$ cat config.mk
export PLATFORM = sky130hd
export DESIGN_NAME = serial_subtractor
export DESIGN_NICKNAME = d
export VERILOG_FILES = /design/src/rtl/serial_sub_pkg.sv /design/src/rtl/digit_subtractor.sv /design/src/rtl/serial_subtractor.sv
export SDC_FILE = /design/constraint.sdc
export NUM_CORES = 1
export LEC_CHECK = 0
export CORE_MARGIN = 2
export CORE_UTILIZATION = 53
export DETAILED_ROUTE_END_ITERATION = 8
export GPL_TIMING_DRIVEN = 0
export MAX_ROUTING_LAYER = met4
export PLACE_DENSITY_LB_ADDON = 0.15
export SLEW_MARGIN = 20
export SYNTH_ARGS = -nofsm -noshare
export SYNTH_HDL_FRONTEND = slang
export SYNTH_HIERARCHICAL = 1
export SYNTH_SLANG_ARGS = --single-unit
$ cat constraint.sdc
create_clock -name clk -period 6.7 [get_ports clk]
set_clock_uncertainty 0.15 [all_clocks]
set_input_delay 1.34 -clock clk [delete_from_list [all_inputs] [get_ports clk]]
set_output_delay 1.34 -clock clk [all_outputs]
set_load 0.01 [all_outputs]
$ cat src/rtl/serial_sub_pkg.sv
// Shared definitions for the digit-serial subtractor: controller state encoding.
package serial_sub_pkg;
  localparam int STATE_W = 2;

  typedef enum logic [STATE_W-1:0] {
    IDLE = 2'd0,
    RUN  = 2'd1,
    DONE = 2'd2
  } state_t;
endpackage

$ cat src/rtl/digit_subtractor.sv
// Combinational ripple subtractor for one DIGIT-wide slice: d = x - y - bin.
module digit_subtractor #(
  parameter int DIGIT = 4
) (
  input  logic [DIGIT-1:0] x,
  input  logic [DIGIT-1:0] y,
  input  logic             bin,
  output logic [DIGIT-1:0] d,
  output logic             bout
);
  logic w_borrow;

  always_comb begin
    w_borrow = bin;
    d        = '0;
    for (int i = 0; i < DIGIT; i++) begin
      d[i]     = x[i] ^ y[i] ^ w_borrow;
      w_borrow = (~x[i] & y[i]) | (~(x[i] ^ y[i]) & w_borrow);
    end
    bout = w_borrow;
  end
endmodule

$ cat src/rtl/serial_subtractor.sv
// Digit-serial subtractor: a - b - b_in, one DIGIT slice per clock, LSB slice first,
// with valid/ready handshakes on both sides.
module serial_subtractor #(
  parameter int WIDTH = 16,
  parameter int DIGIT = 4
) (
  input  logic             clk,
  input  logic             rst,
  input  logic             in_valid,
  output logic             in_ready,
  input  logic [WIDTH-1:0] a,
  input  logic [WIDTH-1:0] b,
  input  logic             b_in,
  input  logic             signed_mode,
  output logic             out_valid,
  input  logic             out_ready,
  output logic [WIDTH-1:0] diff,
  output logic             b_out,
  output logic             ovf,
  output logic             zero
);
  import serial_sub_pkg::*;

  localparam int NDIG  = WIDTH / DIGIT;
  localparam int CNT_W = (NDIG > 1) ? $clog2(NDIG) : 1;

  generate
    if (DIGIT < 1 || (WIDTH % DIGIT) != 0) begin : g_bad_digit
      $error("serial_subtractor: WIDTH must be a positive multiple of DIGIT");
    end
  endgenerate

  state_t             r_state;
  state_t             w_state_next;
  logic [CNT_W-1:0]   r_cnt;
  logic [WIDTH-1:0]   r_a;
  logic [WIDTH-1:0]   r_b;
  logic               r_borrow;
  logic               r_smode;
  logic               r_a_msb;
  logic               r_b_msb;
  logic [WIDTH-1:0]   r_diff;
  logic               r_b_out;
  logic               r_ovf;
  logic               r_zero;
  logic [DIGIT-1:0]   w_d;
  logic               w_bout;
  logic               w_last;
  logic [WIDTH-1:0]   w_diff_next;

  digit_subtractor #(.DIGIT(DIGIT)) u_digit (
    .x    (r_a[DIGIT-1:0]),
    .y    (r_b[DIGIT-1:0]),
    .bin  (r_borrow),
    .d    (w_d),
    .bout (w_bout)
  );

  assign w_last = (r_cnt == CNT_W'(NDIG - 1));
  // New slice enters at the top; after NDIG shifts the LSB slice lands at bit 0.
  assign w_diff_next = (r_diff >> DIGIT) | (WIDTH'(w_d) << (WIDTH - DIGIT));

  always_ff @(posedge clk) begin
    if (rst) r_state <= IDLE;
    else     r_state <= w_state_next;
  end

  always_comb begin
    w_state_next = r_state;
    case (r_state)
      IDLE:    if (in_valid)  w_state_next = RUN;
      RUN:     if (w_last)    w_state_next = DONE;
      DONE:    if (out_ready) w_state_next = IDLE;
      default:                w_state_next = IDLE;
    endcase
  end

  always_ff @(posedge clk) begin
    if (rst) begin
      r_cnt    <= '0;
      r_a      <= '0;
      r_b      <= '0;
      r_borrow <= 1'b0;
      r_smode  <= 1'b0;
      r_a_msb  <= 1'b0;
      r_b_msb  <= 1'b0;
      r_diff   <= '0;
      r_b_out  <= 1'b0;
      r_ovf    <= 1'b0;
      r_zero   <= 1'b0;
    end else begin
      case (r_state)
        IDLE: begin
          if (in_valid) begin
            r_cnt    <= '0;
            r_a      <= a;
            r_b      <= b;
            r_borrow <= b_in;
            r_smode  <= signed_mode;
            r_a_msb  <= a[WIDTH-1];
            r_b_msb  <= b[WIDTH-1];
            r_diff   <= '0;
            r_b_out  <= 1'b0;
            r_ovf    <= 1'b0;
            r_zero   <= 1'b0;
          end
        end
        RUN: begin
          r_a      <= r_a >> DIGIT;
          r_b      <= r_b >> DIGIT;
          r_borrow <= w_bout;
          r_diff   <= w_diff_next;
          r_cnt    <= r_cnt + 1'b1;
          if (w_last) begin
            r_b_out <= w_bout;
            r_ovf   <= r_smode & (r_a_msb != r_b_msb) & (w_diff_next[WIDTH-1] != r_a_msb);
            r_zero  <= (w_diff_next == '0);
          end
        end
        default: ;
      endcase
    end
  end

  assign in_ready  = (r_state == IDLE);
  assign out_valid = (r_state == DONE);
  assign diff      = r_diff;
  assign b_out     = r_b_out;
  assign ovf       = r_ovf;
  assign zero      = r_zero;
endmodule

# After elaboration in Yosys (flattened, before gate mapping)
# Cells that the tools add are included.
classes:
  addsub: 1
  n_eq_ne: 8
  mux: 21
  bitwise_logic: 31
  reduce_logical: 7
ops:
  columns: ["operator", "count"]
  rows:
  - ["case mux 16 bit (2 select lines)", 3]
  - ["two-way mux 16 bit", 3]
  - ["logical NOT 16 bit", 1]
  - ["OR 12 x 16 -> 16 bit", 1]
  - ["bitwise AND 1 bit", 10]
  - ["two-way mux 2 bit", 4]
  - ["NOT 1 bit", 8]
  - ["case mux 1 bit (2 select lines)", 4]
  - ["XOR 1 bit", 8]
  - ["case mux 2 bit (3 select lines)", 1]
  - ["AND reduction 3 bit", 2]
  - ["two-way mux 1 bit", 5]
  - ["equality test 2 bit (second input constant)", 2]
  - ["inequality test 2 bit (second input constant)", 2]
  - ["OR 1 bit", 4]
  - ["case mux 2 bit (2 select lines)", 1]
  - ["AND reduction 2 bit", 2]
  - ["adder 2 x 1 -> 2 bit (second input constant)", 1]
  - ["equality test 2 x 1 -> 1 bit (second input constant)", 1]
  - ["logical NOT 2 bit", 1]
  - ["inequality test 1 bit", 2]
  - ["inequality test 2 x 1 -> 1 bit (second input constant)", 1]
  - ["nonzero test 2 bit", 1]
word_totals:
  ff_bits: 59
  word_cells: 80

# Depth between registers and ports, before layout
# Gate-level depths: netlist of the first run.
logic_depth:
  ltp_word: 14
  mapped_depth: 10

# Hierarchy
# The synthesis of the first run kept the hierarchy.
modules_own_cells:
  columns: ["mod", "instances", "cells_each", "area_each_um2", "seq_area_each_um2"]
  rows:
  - ["serial_subtractor", 1, 276, 2361.0, 1181.1]
  - ["digit_subtractor", 1, 14, 117.6, 0.0]

# Worst setup path before layout of the first run
# No wires, ideal clock.
synth_path:
  path_type: "reg-to-reg"
  start: "reg r_b[0]"
  end: "reg r_ovf (netlist: ovf)"
  setup_ns: 0.132
  arrival_ns: 2.209
  t_required_ns: 6.418
  setup_slack_ns: 4.208
  stages_incl_launch_ff: 11
  synth_period_minus_slack_ns: 2.492
  path_cell_list: "dfxtp_1 > inv_1 > fa_1 > inv_1 > fa_1 > fa_1 > inv_1 > fa_1 > and3b_1 > o2111ai_1 > a21oi_1"
synth_via:
  elab_chain_len: 14
  elab_cells_between_ends: 15
  cone_classes: "eq/ne (1); mux (2); bitwise (12)"
synth_rtl:
  columns: ["element", "line", "rtl"]
  rows:
  - ["start: declaration", "serial_subtractor.sv:37", "logic [WIDTH-1:0] r_b;"]
  - ["start signal: assignment", "serial_subtractor.sv:110", "r_b <= r_b >> DIGIT;"]
  - ["XOR 1 bit", "digit_subtractor.sv:18", "w_borrow = (~x[i] & y[i]) | (~(x[i] ^ y[i]) & w_borrow);"]
  - ["NOT 1 bit", "digit_subtractor.sv:18", null]
  - ["bitwise AND 1 bit", "digit_subtractor.sv:18", null]
  - ["OR 1 bit *", "digit_subtractor.sv:18", null]
  - ["bitwise AND 1 bit *", "digit_subtractor.sv:18", null]
  - ["OR 1 bit *", "digit_subtractor.sv:18", null]
  - ["bitwise AND 1 bit *", "digit_subtractor.sv:18", null]
  - ["OR 1 bit *", "digit_subtractor.sv:18", null]
  - ["XOR 1 bit *", "digit_subtractor.sv:17", "d[i] = x[i] ^ y[i] ^ w_borrow;"]
  - ["named net w_d[3]", "serial_subtractor.sv:46", "logic [DIGIT-1:0] w_d;"]
  - ["OR 12 x 16 -> 16 bit *", "serial_subtractor.sv:61", "assign w_diff_next = (r_diff >> DIGIT) | (WIDTH'(w_d) << (WIDTH - DIGIT));"]
  - ["inequality test 1 bit *", "serial_subtractor.sv:116", "r_ovf <= r_smode & (r_a_msb != r_b_msb) & (w_diff_next[WIDTH-1] != r_a_msb);"]
  - ["bitwise AND 1 bit *", "serial_subtractor.sv:116", null]
  - ["two-way mux 1 bit *", "serial_subtractor.sv:114", "if (w_last) begin"]
  - ["case mux 1 bit (2 select lines) *", "serial_subtractor.sv:92", "case (r_state)"]
  - ["end signal: assignment", "serial_subtractor.sv:116", null]
  - ["end: declaration", "serial_subtractor.sv:44", "logic r_ovf;"]
# Mark *: on every way through the listed nets, which the timed path passes. The rest lies on a longest branch. The select of a mux whose other input is x is not followed.
# A chain may end at the register's enable or synchronous reset.

# Final worst setup path of the first run
layout_path:
  start: "reg r_state[1]"
  end: "out out_valid"
layout_via:
  elab_chain_len: 1
layout_rtl:
  columns: ["element", "line", "rtl"]
  rows:
  - ["start: declaration", "serial_subtractor.sv:33", "state_t r_state;"]
  - ["start signal: assignment", "serial_subtractor.sv:65", "else r_state <= w_state_next;"]
  - ["equality test 2 bit", "serial_subtractor.sv:126", "assign out_valid = (r_state == DONE);"]
  - ["end: declaration", "serial_subtractor.sv:15", "output logic out_valid,"]
# No other way between the ends.

==> run metrics, run 1 <==
Internal=between 600 and 700 uW; die height=roughly 72 um; setup violators final=0; first-pass GRT wire length=10100 um; DIE AREA=0.00524 mm^2; post_cts resized=0; P_leak=around 1.3 nW; Final Hold Vio Count=0; number of global-route vias before repair=2133; Max Buffers Root-to-Sink=2; maximum vdd drop=about 0.16 mV; Slew @ Worst Pin=719 ps; Root Driver=clkbuf_8; Max Clock Freq=between 0.3 and 0.4 GHz; Startpoint Class=flop; CP max stage delay=~550 ps; DRT Pass-1 Iters=5; Synth Instances=just under 300; leading cell type in the layout, fill and taps excluded=dfxtp_1; area share of fa/ha/maj cells after synthesis=3.74%; Comb pwr share=17.3%; post-synthesis xor/xnor area fraction=0%; Area Overhead vs Synth=32.9%; die width=between 70 and 80 um; H-tree depth=3; CTS Buf Count=9; DPL Wire Length=4350 um; number of max-cap violations=0; ant diodes=0; Detailed Route Iter0 Violations=160; Max-slew headroom=51.8%; CTS Hold Bufs=0; number of remaining DRC errors=0; TritonCTS clock tree=yes; DR vias=approximately 2300; IO buf count=57; fin crit share=around 45%; RSZ-0062 raised after global routing=false; Slowest cell on crit path=clkdlybuf4s50_1; Top Family by Delay on Critical Path=buffers and inverters; max-slew violations=0; simple logic cell fraction of the synthesized area=a little over a fifth; flops & latches, synth=59; clock-pin slew on the worst setup and hold paths=~60 ps; largest net degree at the start of global routing=11; Mapped Area=0.00248 mm^2; worst skew pair latency=approximately 340 ps; Sinks on Clock Net=59; Routed WL=about 6200 um; Placer Congestion=roughly 0.81; share of power burned in registers=approximately 47%; fin util=about three quarters; row cnt=24; vias per cell=roughly 5.6; most frequent cells in the layout=dfxtp_1 (59), nand2_1 (58), clkdlybuf4s50_1 (57); post-synthesis net count=333; compound-gate portion of the synthesized area=about a fifth; Initial Utilization=roughly 56%; status=complete, no violations; final global-route overflow total=0; initial antenna violation count=0; crit path time final=slightly above 3000 ps; Core ar.=0.00444 mm^2; PD cells=250 mW/mm^2; Worst EP required=5210 ps; Tot GR Track Use=a little over a quarter; share of cells above drive strength 1=around a tenth; Net Sw Frac=between 20 and 30%; CP cell instances=nor2b_1 > clkdlybuf4s50_1; fin cells=414; syn_area_per_cell=~8.5 um^2; EDFF count, synth=0; CP endpoint kind=output port; Worst EP arrival=between 1500 and 2000 ps; multiplexer share of the synthesized area=0%; antenna viol nets, final=0; Clk pwr share=between 30% and 40%; CP max FO=9; setup TNS=0 ps; Avg WL per Cell=approximately 15 um; prevailing post-synth register cell=dfxtp_1; dpl cells=~400; Buf/Inv on CP=1; largest family of logic cells by synthesized area=simple AND/OR/NAND/NOR gates; sw power=222 uW; worst hold margin=316 ps; Synth warnings=6; HP Class=flop to flop; sequential fraction of the synthesis area=between 40% and 50%; count of different cell masters after synthesis=30; path type of the worst setup path=flop to output port; Final Net Count=401; Post-synth ARST share=0%; I/O pins=slightly below 60; number of setup buffers added after CTS=0
==> power by group through the flow <==
stage	clock network, mW	logic (mW)	registers (mW)
after global placement	0	0.137	0.395
after CTS	0.293	0.140	0.388
after detailed placement	0	0.139	0.396
final	0.293	0.142	0.389
after global routing	0.309	0.157	0.391
after floorplan	0	0.0853	0.393
==> final cells by class <==
| type | instances | area [um^2] |
|---|---|---|
| sequential | 59 | 1180 |
| tap | 52 | 65.1 |
| buffer | 25 | 140 |
| timing repair buffer | 57 | 571 |
| clock buffer | 13 | 169 |
| inverter | 10 | 37.5 |
| fill | 357 | 1150 |
| clock inverter | 2 | 10.0 |
| multi-input combinational | 196 | 1120 |
==> through the flow <==
stage,setup WS [ps],cell area (um^2),power (mW)
floorplan,4210,2480,0.478
global placement,3630,3110,0.532
detailed placement,3600,3110,0.535
CTS,3660,3290,0.822
global route,3610,3290,0.857
finish,3670,3290,0.824
==> per-layer routing <==
| metal | vias up | global-route usage (%) | routed length [um] |
|---|---|---|---|
| met5 | - | - | 0 |
| met4 | 0 | 9.47 | 104 |
| met3 | 10 | 6.39 | 325 |
| met2 | 94 | 41.1 | 3040 |
| met1 | 1087 | 33.0 | 2770 |
| li1 | 1143 | - | - |
==> final timing paths <==
check                  start  slack, ps         to  cells past startpoint
setup / recovery  r_state[1]       3670  out_valid                      2
hold / removal       r_smode        320    r_smode                      2
setup reg to reg      r_b[0]       3990        ovf                     10
hold reg to reg      r_smode        320    r_smode                      2
==> sequential cells by signal, indices dropped and copies added (netlist names), 2 cells and up <==
name / count
diff: 16
r_a: 16
r_b: 16
r_cnt: 2
r_state: 2
==> worst min-delay path, stage by stage (launching register included) <==
cell and delay (ps):
dfxtp_1 310, nand2_1 50, a21oi_1 50
==> cell usage after synthesis (3+ instances only) <==
master | number | area, um^2
buf_4 | 10 | 75.1
inv_1 | 10 | 37.5
nor4_1 | 3 | 18.8
buf_2 | 7 | 35.0
dfxtp_1 | 59 | 1180
fa_1 | 4 | 80.1
a311oi_1 | 25 | 219
nand2_1 | 58 | 218
nor2_1 | 52 | 195
nand3_1 | 4 | 20.0
a22oi_1 | 23 | 173
clkbuf_1 | 8 | 30.0
a21oi_1 | 8 | 40.0
==> cells by family (layout without fill, tap and decap cells) <==
family | after synthesis | after routing
simple gates | 128 | 128
compound gates | 63 | 63
flops | 59 | 59
buf+inv | 35 | 107
fa+ha+maj | 5 | 5
Note: power is estimated with default switching activity, not from simulation.
==> inputs of run 2 (changes only) <==
--- a/config.mk
+++ b/config.mk
@@ -6,7 +6,7 @@
 export NUM_CORES = 1
 export LEC_CHECK = 0
 export CORE_MARGIN = 2
-export CORE_UTILIZATION = 53
+export CORE_UTILIZATION = 49
 export DETAILED_ROUTE_END_ITERATION = 8
 export GPL_TIMING_DRIVEN = 0
 export MAX_ROUTING_LAYER = met4
==> constraint.sdc (replaced) <==
create_clock -name clk -period 2.8 [get_ports clk]
set_clock_uncertainty 0.15 [all_clocks]
set_input_delay 0.56 -clock clk [delete_from_list [all_inputs] [get_ports clk]]
set_output_delay 0.56 -clock clk [all_outputs]
set_load 0.01 [all_outputs]
==> run metrics, run 2 (synthesis results as in run 1) <==
Avg WL per Cell=14.9 um (was 15.1 um); final worst slack=171 ps (was 3670 ps); first-pass GRT wire length=10100 um (about the same); share of cells above drive strength 1=10.2% (was 9.39%); path type of the worst setup path=flop to flop (was flop to output port); Final Net Count=401 (unchanged); IO buf count=57 (unchanged); DP Area=0.00313 mm^2 (was 0.00311 mm^2); Area Overhead vs Synth=34.7% (was 32.9%); Root Driver=clkbuf_8 (unchanged); number of setup buffers added after CTS=0 (unchanged); PD cells=613 mW/mm^2 (was 250 mW/mm^2); Core ar.=0.00479 mm^2 (was 0.00444 mm^2); number of global-route vias before repair=2112 (was 2133); maximum vdd drop=0.388 mV (was 0.164 mV); Buf/Inv on CP=3 (was 1); Final Hold Vio Count=0 (unchanged); number of max-cap violations=0 (unchanged); DRT Pass-1 Iters=5 (unchanged); setup violators final=0 (unchanged); sequential cell area=0.00118 mm^2 (unchanged); status=complete, no violations (unchanged); setup TNS=0 ps (unchanged); Worst EP arrival=2680 ps (was 1540 ps); crit path time final=2630 ps; Detailed Route Iter0 Violations=164 (was 160); CP cell instances=inv_1 > fa_1 > inv_1 > fa_1 > fa_2 > inv_2 > fa_2 > and3b_1 > o2111ai_2 > a21oi_1 (was nor2b_1 > clkdlybuf4s50_1); reg2reg setup slack=170 ps (was 3990 ps); Sinks on Clock Net=59 (unchanged); ant diodes=0 (unchanged); worst skew pair latency=340 ps (about the same); Placer Congestion=0.811 (was 0.808); number of remaining DRC errors=0 (unchanged); Tot GR Track Use=25.0% (was 26.2%); Routed WL=6400 um (was 6240 um); leading cell type in the layout, fill and taps excluded=dfxtp_1 (unchanged); clock-pin slew on the worst setup and hold paths=60 ps (about the same); HP Class=flop to flop (unchanged); CTS Hold Bufs=0 (unchanged); die height=75.1 um (was 72.4 um); I/O pins=59 (unchanged); P_leak=1.29 nW (about the same); fin cells=429 (was 414); DR vias=2325 (was 2334); CP max stage delay=460 ps (was 550 ps); TritonCTS clock tree=yes (unchanged); DIE AREA=0.00564 mm^2 (was 0.00524 mm^2); Initial Utilization=51.8% (was 55.8%); fin util=69.8% (was 74.1%); Slew @ Worst Pin=792 ps (was 719 ps); antenna viol nets, final=0 (unchanged); Max Clock Freq=about 0.38 GHz; fin crit share=between 90% and 100%; largest net degree at the start of global routing=11 (unchanged); CTS Buf Count=9 (unchanged); vias per cell=5.42 (was 5.64); CP endpoint kind=flop (was output port); DPL Wire Length=4370 um (was 4350 um); final global-route overflow total=0 (unchanged); # fillers=410 (was 357); pre-CTS WS=152 ps (was 3600 ps); row cnt=25 (was 24); Max-slew headroom=47.0% (was 51.8%); initial antenna violation count=0 (unchanged); Final Cell Area=0.00334 mm^2 (was 0.00329 mm^2); worst hold margin=322 ps (was 316 ps); Top Family by Delay on Critical Path=adder cells (was buffers and inverters); Max Buffers Root-to-Sink=2 (unchanged); Startpoint Class=flop (unchanged); CP max FO=4 (was 9); RSZ-0062 raised after global routing=false (unchanged); area of the multi-input gates=0.00113 mm^2 (was 0.00112 mm^2); dpl cells=414 (was 399); die width=75.1 um (was 72.4 um); Slowest cell on crit path=fa_2 (was clkdlybuf4s50_1); max-slew violations=0 (unchanged); H-tree depth=3 (unchanged); most frequent cells in the layout=dfxtp_1 (59), nand2_1 (58), clkdlybuf4s50_1 (57) (unchanged); Worst EP required=2850 ps (was 5210 ps); total power=2.05 mW (was 824 uW)
==> run 2: cell type report <==
| class | count | share of cell area [%] |
|---|---|---|
| multi-input combinational | 196 | 33.9 |
| clock buffer | 13 | 4.76 |
| clock inverter | 2 | 1.05 |
| buffer | 25 | 4.20 |
| sequential | 59 | 35.4 |
| timing repair buffer | 57 | 17.1 |
| tap | 67 | 2.51 |
| inverter | 10 | 1.12 |
==> run 2: report_power, final <==
| group | total [mW] | leakage [nW] | switching (mW) | internal, mW |
|---|---|---|---|---|
| Sequential | 0.930 | 0.484 | 0.0360 | 0.894 |
| Clock | 0.775 | 0.0995 | 0.321 | 0.454 |
| Combinational | 0.342 | 0.705 | 0.181 | 0.160 |
| Total | 2.05 | 1.29 | 0.539 | 1.51 |
==> run 2: tightest hold or removal path: stages (launching register included) <==
cell      delay, ps
dfxtp_1         310
nand2_1          50
a311oi_1         70
==> run 2: layer usage <==
layer / vias to the layer above / routed length, um / share of wire (%) / global-route usage (%)
met1: 1070 / 2820 / 44 / 31.9
met4: 0 / 77 / 1.2 / 8.73
li1: 1142 / - / - / -
met2: 104 / 3060 / 48 / 38.3
met3: 9 / 440 / 6.9 / 6.83
met5: - / 0 / 0 / -
==> run 2: worst paths after layout <==
path	startpoint	endpoint	depth (start not counted)
worst max-delay path	r_b[0]	ovf	10
worst min-delay path	r_a[4]	r_a[0]	2
worst max register to register	r_b[0]	ovf	10
worst min register to register	r_a[4]	r_a[0]	2
==> run 2: repair_timing <==
item / in CTS / in global routing
endpoints found under the hold margin: 0 / 0
gates resized for setup: 0 / 4
setup endpoints to repair: 0 / 2
==> inputs of run 3 (changes only) <==
==> constraint.sdc (replaced) <==
create_clock -name clk -period 3 [get_ports clk]
set_clock_uncertainty 0.15 [all_clocks]
set_input_delay 0.6 -clock clk [delete_from_list [all_inputs] [get_ports clk]]
set_output_delay 0.6 -clock clk [all_outputs]
set_load 0.01 [all_outputs]
==> run metrics, run 3 (synthesis results as in run 1) <==
status=complete, no violations (unchanged); min-delay src=r_smode (was r_a[4]); Hold Crit Depth=2 (unchanged); clock-pin slew on the worst setup and hold paths=60 ps (about the same); Tot GR Track Use=25.0% (unchanged); most frequent cells in the layout=dfxtp_1 (59), nand2_1 (58), clkdlybuf4s50_1 (57) (unchanged); final global-route overflow total=0 (unchanged); crit path time final=2690 ps (was 2630 ps); setup TNS=0 ps (unchanged); antenna viol nets, final=0 (unchanged); Startpoint Class=flop (unchanged); Max Buffers Root-to-Sink=2 (unchanged); Clk pwr share=37.9% (about the same); IO buf count=57 (unchanged); CP endpoint kind=flop (unchanged); setup violators final=0 (unchanged); share of cells above drive strength 1=9.12% (was 10.2%); path type of the worst setup path=flop to flop (unchanged); number of max-cap violations=0 (unchanged); Slew @ Worst Pin=760 ps (was 792 ps); first-pass GRT wire length=10100 um (unchanged); worst r2r path cells=10 (unchanged); Root Driver=clkbuf_8 (unchanged); Net Sw Frac=26.2% (was 26.3%); sw power=498 uW (was 539 uW); HP Class=flop to flop (unchanged); number of remaining DRC errors=0 (unchanged); initial antenna violation count=0 (unchanged); Placer Congestion=0.811 (unchanged); Routed WL=6360 um (was 6400 um); Worst EP arrival=2750 ps (was 2680 ps); Avg WL per Cell=14.8 um (was 14.9 um); worst skew pair latency=330 ps (was 340 ps); DIE AREA=0.00564 mm^2 (unchanged); largest net degree at the start of global routing=11 (unchanged); leading cell type in the layout, fill and taps excluded=dfxtp_1 (unchanged); post_cts resized=0 (unchanged); number of global-route vias before repair=2112 (unchanged); reg-to-reg critical path startpoint=r_b[0] (unchanged); share of power burned in registers=45.6% (was 45.4%); fin cells=429 (unchanged); Worst EP required=3050 ps (was 2850 ps); row cnt=25 (unchanged); Initial Utilization=51.8% (unchanged); Final Hold Vio Count=0 (unchanged); # fillers=414 (was 410); FF-to-FF End=ovf (unchanged); die width=75.1 um (unchanged); worst hold margin=310 ps (was 322 ps); Area Overhead vs Synth=34.2% (was 34.7%); Sinks on Clock Net=59 (unchanged); RSZ-0062 raised after global routing=false (unchanged); die height=75.1 um (unchanged); CP max FO=4 (unchanged); I/O pins=59 (unchanged); dpl cells=414 (unchanged); Max-slew headroom=49.1% (was 47.0%); DR vias=2296 (was 2325); Comb pwr share=16.5% (was 16.7%); ant diodes=0 (unchanged); DRT Pass-1 Iters=5 (unchanged); Detailed Route Iter0 Violations=188 (was 164); TritonCTS clock tree=yes (unchanged); Hold Crit Endpoint=r_smode (was r_a[0]); CTS Buf Count=9 (unchanged); Max Clock Freq=0.371 GHz (was 0.380 GHz); Final Net Count=401 (unchanged); CTS Hold Bufs=0 (unchanged); P_leak=1.29 nW (about the same); Internal=1.40 mW (was 1.51 mW); reg2reg setup slack=310 ps (was 170 ps); Core ar.=0.00479 mm^2 (unchanged); PD cells=572 mW/mm^2 (was 613 mW/mm^2); fin crit share=89.8% (was 93.9%); number of setup buffers added after CTS=0 (unchanged); maximum vdd drop=0.364 mV (was 0.388 mV); H-tree depth=3 (unchanged); DPL Wire Length=4370 um (unchanged); max-slew violations=0 (unchanged); vias per cell=5.35 (was 5.42)
run 3: layout make-up:
cell class | count | area [um^2] | share of cell area (%)
timing repair buffer | 57 | 571 | 17.1
multi-input combinational | 196 | 1120 | 33.7
clock buffer | 13 | 159 | 4.78
tap | 67 | 83.8 | 2.52
buffer | 25 | 140 | 4.21
clock inverter | 2 | 35.0 | 1.05
sequential | 59 | 1180 | 35.5
inverter | 10 | 37.5 | 1.13
run 3: how the worst max path moves through the flow:
stage,end,start
detailed placement,ovf,r_a[0]
floorplan,ovf,r_b[0]
CTS,ovf,r_b[0]
global placement,ovf,r_b[0]
finish,ovf,r_b[0]
global route,ovf,r_b[0]
run 3: per-stage QoR:
stage | power, mW | setup slack, ps | utilization (%) | cell area (um^2)
3_3_place_gp | 1.19 | 351 | 65.5 | 3130
2_1_floorplan | 1.07 | 508 | - | 2480
6_report | 1.90 | 306 | 69.5 | 3330
3_5_place_dp | 1.19 | 352 | 65.5 | 3130
4_1_cts | 1.91 | 324 | 69.5 | 3330
5_1_grt | 1.99 | 135 | 69.5 | 3330
run 3: critical path: stages, from the launching register on:
cell,delay (ps)
dfxtp_1,320
inv_1,80
fa_1,170
inv_1,50
fa_1,370
fa_1,370
inv_1,70
fa_1,480
and3b_1,210
o2111ai_1,190
a21oi_1,90
run 3: power by group through the flow:
stage | Combinational [mW] | Sequential, mW | Clock, mW
global placement | 0.305 | 0.882 | 0
finish | 0.314 | 0.868 | 0.721
global route | 0.350 | 0.872 | 0.770
floorplan | 0.190 | 0.877 | 0
CTS | 0.313 | 0.867 | 0.728
detailed placement | 0.310 | 0.884 | 0
run 3: layer usage:
layer / vias up / wire length [um] / track usage [%]
met3: 8 / 342 / 6.83
met5: - / 0 / -
met4: 0 / 87 / 8.73
met1: 1066 / 2900 / 31.9
met2: 80 / 3030 / 38.3
li1: 1142 / - / -
